`src/rtl/ex_mdu.sv`:
```
// RV32M/RV64M multiply/divide unit beside the EX stage: one op at a time,
// multi-cycle, with a stall request while busy and a one-cycle write-back strobe.
module ex_mdu #(
  parameter int XLEN    = 32,
  parameter int MUL_LAT = 2
) (
  input  logic            clk,
  input  logic            rst,
  input  logic            valid_i,
  input  logic [2:0]      funct3_i,
  input  logic [XLEN-1:0] op1_i,
  input  logic [XLEN-1:0] op2_i,
  input  logic [4:0]      rd_addr_i,
  input  logic            flush_i,
  output logic            busy_o,
  output logic            hold_flag_o,
  output logic            done_o,
  output logic            rd_wen_o,
  output logic [4:0]      rd_addr_o,
  output logic [XLEN-1:0] rd_data_o
);

  localparam int CW = $clog2(XLEN + 1);
  localparam logic [XLEN-1:0] INT_MIN = {1'b1, {(XLEN-1){1'b0}}};

  typedef enum logic [1:0] {S_IDLE, S_MUL, S_DIV, S_DONE} state_t;

  state_t          state;
  logic [CW-1:0]   cnt;

  logic [1:0]      f3_q;
  logic [4:0]      rd_q;
  logic [XLEN-1:0] op1_q;
  logic [XLEN-1:0] op2_q;
  logic [XLEN-1:0] quo;
  logic [XLEN-1:0] rem;
  logic [XLEN-1:0] dvsr;
  logic            neg_q;
  logic            neg_r;

  function automatic logic [XLEN-1:0] apply_sign(input logic [XLEN-1:0] x, input logic neg);
    return neg ? (~x + 1'b1) : x;
  endfunction

  function automatic logic [XLEN-1:0] special_res(input logic is_rem, input logic div0,
                                                  input logic [XLEN-1:0] op1);
    if (div0) return is_rem ? op1 : '1;
    return is_rem ? '0 : op1;
  endfunction

  // Accept-time decode
  logic accept;
  logic sgn_in;
  logic div0_in;
  logic ovf_in;
  logic special_in;

  assign accept     = (state == S_IDLE) && valid_i && !flush_i;
  assign sgn_in     = !funct3_i[0];
  assign div0_in    = (op2_i == '0);
  assign ovf_in     = sgn_in && (op1_i == INT_MIN) && (op2_i == '1);
  assign special_in = funct3_i[2] && (div0_in || ovf_in);

  assign hold_flag_o = accept || (state == S_MUL) || (state == S_DIV);
  assign busy_o      = (state != S_IDLE);
  assign rd_wen_o    = done_o;

  // Multiply: operands extended to 2*XLEN so one modular product covers all variants
  logic                   a_sgn;
  logic                   b_sgn;
  logic signed [2*XLEN-1:0] a_ext;
  logic signed [2*XLEN-1:0] b_ext;
  logic signed [2*XLEN-1:0] prod;
  logic [XLEN-1:0]        mul_res;

  assign a_sgn   = (f3_q == 2'd1) || (f3_q == 2'd2);
  assign b_sgn   = (f3_q == 2'd1);
  assign a_ext   = {{XLEN{a_sgn & op1_q[XLEN-1]}}, op1_q};
  assign b_ext   = {{XLEN{b_sgn & op2_q[XLEN-1]}}, op2_q};
  assign prod    = a_ext * b_ext;
  assign mul_res = (f3_q == 2'd0) ? prod[XLEN-1:0] : prod[2*XLEN-1:XLEN];

  // Restoring divide step; remainder stays below the divisor, so one extra bit suffices
  logic [XLEN:0]   rem_sh;
  logic [XLEN:0]   diff;
  logic            fits;
  logic [XLEN-1:0] rem_nx;
  logic [XLEN-1:0] quo_nx;
  logic [XLEN-1:0] div_res;

  assign rem_sh  = {rem, quo[XLEN-1]};
  assign diff    = rem_sh - {1'b0, dvsr};
  assign fits    = !diff[XLEN];
  assign rem_nx  = fits ? diff[XLEN-1:0] : rem_sh[XLEN-1:0];
  assign quo_nx  = {quo[XLEN-2:0], fits};
  assign div_res = f3_q[1] ? apply_sign(rem_nx, neg_r) : apply_sign(quo_nx, neg_q);

  // Operand / datapath registers (no reset)
  always_ff @(posedge clk) begin
    if (accept) begin
      f3_q  <= funct3_i[1:0];
      rd_q  <= rd_addr_i;
      op1_q <= op1_i;
      op2_q <= op2_i;
      quo   <= apply_sign(op1_i, sgn_in && op1_i[XLEN-1]);
      dvsr  <= apply_sign(op2_i, sgn_in && op2_i[XLEN-1]);
      rem   <= '0;
      neg_q <= sgn_in && (op1_i[XLEN-1] ^ op2_i[XLEN-1]);
      neg_r <= sgn_in && op1_i[XLEN-1];
    end else if (state == S_DIV) begin
      quo <= quo_nx;
      rem <= rem_nx;
    end
  end

  // Control FSM and registered write-back outputs
  always_ff @(posedge clk) begin
    if (rst) begin
      state     <= S_IDLE;
      cnt       <= '0;
      done_o    <= 1'b0;
      rd_addr_o <= '0;
      rd_data_o <= '0;
    end else begin
      done_o    <= 1'b0;
      rd_data_o <= '0;
      case (state)
        S_IDLE: begin
          if (accept) begin
            if (!funct3_i[2]) begin
              state <= S_MUL;
              cnt   <= CW'(MUL_LAT - 1);
            end else if (special_in) begin
              state     <= S_DONE;
              done_o    <= 1'b1;
              rd_addr_o <= rd_addr_i;
              rd_data_o <= special_res(funct3_i[1], div0_in, op1_i);
            end else begin
              state <= S_DIV;
              cnt   <= CW'(XLEN);
            end
          end
        end
        S_MUL: begin
          if (flush_i) begin
            state <= S_IDLE;
          end else if (cnt == '0) begin
            state     <= S_DONE;
            done_o    <= 1'b1;
            rd_addr_o <= rd_q;
            rd_data_o <= mul_res;
          end else begin
            cnt <= cnt - CW'(1);
          end
        end
        S_DIV: begin
          if (flush_i) begin
            state <= S_IDLE;
          end else if (cnt == CW'(1)) begin
            state     <= S_DONE;
            done_o    <= 1'b1;
            rd_addr_o <= rd_q;
            rd_data_o <= div_res;
          end else begin
            cnt <= cnt - CW'(1);
          end
        end
        default: state <= S_IDLE;
      endcase
    end
  end

endmodule

```
`config.mk`:
```
export PLATFORM = sky130hd
export DESIGN_NAME = ex_mdu
export DESIGN_NICKNAME = d
export VERILOG_FILES = /design/src/rtl/ex_mdu.sv
export SDC_FILE = /design/constraint.sdc
export NUM_CORES = 2
export LEC_CHECK = 0
export ABC_CLOCK_PERIOD_IN_PS = 16200
export CAP_MARGIN = 20
export CORE_ASPECT_RATIO = 0.6
export CORE_MARGIN = 2
export CORE_UTILIZATION = 55
export DETAILED_ROUTE_END_ITERATION = 12
export PLACE_DENSITY = 0.8
export SETUP_SLACK_MARGIN = 0.5
export SLEW_MARGIN = 20
export SYNTH_ARGS = -nofsm -noshare
export SYNTH_HDL_FRONTEND = slang
export SYNTH_SLANG_ARGS = --single-unit
```
`constraint.sdc`:
```
create_clock -name clk -period 16.2 [get_ports clk]
set_input_delay 4.05 -clock clk [delete_from_list [all_inputs] [get_ports clk]]
set_output_delay 4.05 -clock clk [all_outputs]
set_load 0.02 [all_outputs]
```
Word-level counts from Yosys, hierarchy flattened:

Index checks and enable logic that the tools add are counted.

* flip-flop bits (word level): 215
* input port bits: 76
* output and inout bits: 41
* logic and storage cells: 131

* add/sub/neg operators: 6
* multiply operators: 1
* equality and inequality tests: 19
* muxes and demuxes: 59
* bitwise logic cells: 7
* reduce and logical (&&, ||, !) cells: 25

Operators by type and width (count)
* $mux 32: 20
* $add 32x1->32 const B: 4
* $not 32->32: 4
* $pmux 32 s3: 1
* $eq 32x32->1 const B: 2
* $mul 33x33->64: 1
* $mux 6: 7
* $mux 5: 7
* $sub 33x32->33: 1
* $logic_not 32->1: 1
* $pmux 6 s3: 1
* $pmux 5 s3: 1
* $mux 1: 14
* $ne 2x2->1 const B: 7
* $mux 2: 6
* $logic_and 1x1->1: 8
* $reduce_and 8->1: 1
* $reduce_and 7->1: 1
* $eq 6x1->1 const B: 1
* $logic_not 6->1: 1
* $ne 3x2->1 const B: 2
* $pmux 2 s3: 1
* $sub 6x1->6 const B: 1
* $eq 2x1->1 const B: 2
* 12 further kinds: 22

Logic depth before layout (Yosys ltp):

* depth in word-level cells: 15
* depth in mapped cells: 37
* mapped depth without buffers: 33

Least setup slack after synthesis:

Ideal clock, no wire load.

* kind: input to output
* start: in valid_i
* end: out hold_flag_o
* arrival time: 5.184 ns
* required time: 12.150 ns
* setup slack: 6.966 ns
* cell stages on the path: 6
* path buffers: 2
* cell sequence: inv_1 or3_1 clkbuf_1 inv_1 clkbuf_1 or3_1

* longest elaborated chain between the ends: 4

RTL lines
* start, declared: line 9 `input logic valid_i,`
* $logic_and 1x1->1 (2 in a row): line 58 `assign accept = (state == S_IDLE) && valid_i && !flush_i;`
* $logic_or 1x1->1 (2 in a row): line 64 `assign hold_flag_o = accept || (state == S_MUL) || (state == S_DIV);`
* end, declared: line 16 `output logic hold_flag_o,`

Every way passes these cells.

Worst setup path after layout:

* start: reg f3_q[1]
* end: reg rd_data_o[28]

* longest elaborated chain between the ends: 8

RTL lines
* start, declared: line 31 `logic [1:0] f3_q;`
* start signal, assigned: line 101 `f3_q <= funct3_i[1:0];`
* $eq 2x1->1 / $eq 2x2->1 (equally long branches): line 76, 77
* $logic_or 1x1->1: line 76 `assign a_sgn = (f3_q == 2'd1) || (f3_q == 2'd2);`
* $and 1x1->1: line 78 `assign a_ext = {{XLEN{a_sgn & op1_q[XLEN-1]}}, op1_q};`
* $mul 33x33->64: line 80 `assign prod = a_ext * b_ext;`
* $mux 32: line 81 `assign mul_res = (f3_q == 2'd0) ? prod[XLEN-1:0] : prod[2*XLEN-1:XLEN];`
* $mux 32: line 147 `end else if (cnt == '0) begin`
* $mux 32: line 145 `if (flush_i) begin`
* $pmux 32 s3 (*): line 127 `case (state)`
* end signal, assigned: line 137 `rd_data_o <= special_res(funct3_i[1], div0_in, op1_i);`
* end signal, assigned: line 151 `rd_data_o <= mul_res;`
* end signal, assigned: line 163 `rd_data_o <= div_res;`
* end, declared: line 20 `output logic [XLEN-1:0] rd_data_o`

Mark *: on every way between the ends. The rest lies on a longest branch, timed or not.
A chain may end at the register's enable or synchronous reset.

==> qor.txt <==
Peak Freq = 0.0955 GHz
Die ar. = 96,400 sq um
Unique masters post-synth = 85
core area = 92,400 sq um
total clock sinks = 214
Post-synth EDFFs = 136
Routed WL = 159,000 microns
vias in the first global route = 41,900
Synth area leader = fa_1
Die Height = 241 microns
clk buf depth = 3
root buf cell = clkbuf_16
final hold vios = 0
RSZ-0062 raised after global routing = no
Clock Skew = 0.0247 ns
initial antenna violation count = 2
post-synth net total = 7,267
Tmin final = 10.47 ns
Worst Hold Class = flop to flop
RePlAce Congestion = 1.03
Rel. slew slack = 27.9%
Gate Count Post-Synth = 5,807
CP max stage delay = 0.72 ns
commonest non-fill, non-tap cell in the layout = inv_1
hold_buf cts = 0
top-area cell type share of the netlist area = 43.7%
Die Wd = 399 microns
first-pass detailed-route iteration total = 6
routed length per placed instance = 22.8 microns
Critical Path RT = 16.65 ns
Worst-Margin Slew = 1.07 ns
PostCTS Resize Cnt = 0
number of vias per cell = 5.85
placed insts = 6,938
cell row count = 86
final setup fails = 0
Initial DRC Count = 5,047
antenna diode count = 0
layout filler cell count = 7,833
cell repeated most along the worst path = fa_1
Cell Count, Final, Fillers Out = 6,974
CP Capture Type = flop
synth top area cells = fa_1, inv_1, edfxtp_1
highest-count cells in the layout ignoring fill and taps = inv_1, fa_1, nand2_1
dpl hpwl = 125,000 microns
vias = 40,800
Overall Global Routing Usage = 34.0%
area delta synth->final = 5.62%
setup ws final = 5.73 ns
Top FF cell, synth = edfxtp_1
sequential share of the synthesized area = 10.9%
R2R cell count = 31
max-slew violations = 0
Yosys warnings = 0
post-route ant nets = 0
CP max stage cell = and2_1
CTS tree = built
Setup TNS = 0 ns
clock-pin slew on the worst setup and hold paths = 0.08 ns
postcts setup bufs = 0
Initial Util = 55.8%
CP max FO = 18
Yosys reg bits = 214
Hold Path Stages = 2
share of layout cells above drive strength 1 = 2.70%
status = complete, no violations
Layout Nets = 7,188
synthesized area per cell = 8.89 sq um
Clk Latency, worst-skew pair = 0.54 ns
WP data arrival = 10.92 ns
number of remaining DRC errors = 0
first-pass GRT wire length = 249,000 microns
total CTS buffers = 20
critical path class = flop to flop
CTS H-tree depth = 1
Async SR Flop Fraction = 0%
crit share post-route = 64.6%
max_cap viols = 0
dpl ws = 5.90 ns
crit start category = flop
placed inst area = 53,800 sq um
synthesized area = 51,600 sq um
Port Buffers = 116
pin count of the biggest net entering global routing = 67
final instance area = 54,500 sq um
gr ovfl total = 0
I/O Pins = 117
==> Yosys cell counts, types with 78 or more instances <==
| master | instances |
|---|---|
| inv_1 | 1268 |
| fa_1 | 1126 |
| nand2_1 | 967 |
| clkbuf_1 | 285 |
| and2_1 | 278 |
| ha_1 | 258 |
| nor2_1 | 230 |
| a21oi_1 | 192 |
| o21ai_0 | 149 |
| xnor2_1 | 137 |
| edfxtp_1 | 136 |
| xor2_1 | 79 |
| dfxtp_1 | 78 |
==> layer usage <==
metal,vias up,share of wire (%),GRT usage [%]
li1,17400,-,-
met1,20400,42,51.4
met2,2770,40,46.9
met3,277,15,11.6
met4,2,2.5,7.21
met5,-,0.0082,0
==> area by class of cell <==
class / count / area [sq um] / area share (%)
clock buffers: 27 / 611 / 1.12
clock inverters: 9 / 78.8 / 0.145
inverters: 1270 / 4770 / 8.75
multi-input cells: 4020 / 40100 / 73.5
flip-flops and latches: 214 / 5650 / 10.4
well taps: 1232 / 1540 / 2.83
repair buffers: 202 / 1810 / 3.31
==> critical path, delay by kind of cell (launching register included) <==
family          cells  cell delay, ns
compound gates      9            2.33
buf+inv             6            1.07
fa+ha+maj          10            5.17
flops               1            0.39
xor+xnor            1            0.16
simple gates        5            1.24
==> kinds of logic (layout without fill, tap and decap cells) <==
kind of cell               Yosys count  count (layout)  share of synthesized area [%]
muxes                               31              31                          0.625
AOI/OAI and AO/OA                  653             653                           8.02
buffers and inverters             1573            1508                           11.5
xor gates and xnor gates           217             217                           3.70
DFF                                214             214                           10.9
and+or+nand+nor                   1722            1722                           15.1
adders and majority gates         1397            1397                           50.2
==> flip-flops by register name, summed over array words and instances, names as in the netlist <==
| register | count |
|---|---|
| cnt | 6 |
| done_o | 1 |
| dvsr | 31 |
| f3_q | 2 |
| neg_q | 1 |
| neg_r | 1 |
| op1_q | 32 |
| op2_q | 32 |
| quo | 32 |
| rd_addr_o | 5 |
| rd_data_o | 32 |
| rd_q | 5 |
| rem | 32 |
| state | 2 |
==> per-stage QoR <==
| step | utilization [%] | hold slack (ns) |
|---|---|---|
| final | 59.0 | 0.508 |
| after global routing | 59.0 | 0.537 |
| after CTS | 59.0 | 0.504 |
| after detailed placement | 58.2 | 0.496 |
| after global placement | 58.2 | 0.488 |
| after floorplan | - | 0.473 |
==> path summary, 6_finish.rpt <==
kind | slack [ns] | endpoint | startpoint
setup / recovery | 5.73 | rd_data_o[28] | f3_q[1]
hold / removal | 0.51 | rem[30] | rem[30]
hold reg to reg | 0.51 | rem[30] | rem[30]
setup reg to reg | 5.73 | rd_data_o[28] | f3_q[1]
Power is left out: the tool's default activity adds up to more than one toggle a clock period on the data nets, which glitch-free logic cannot reach.
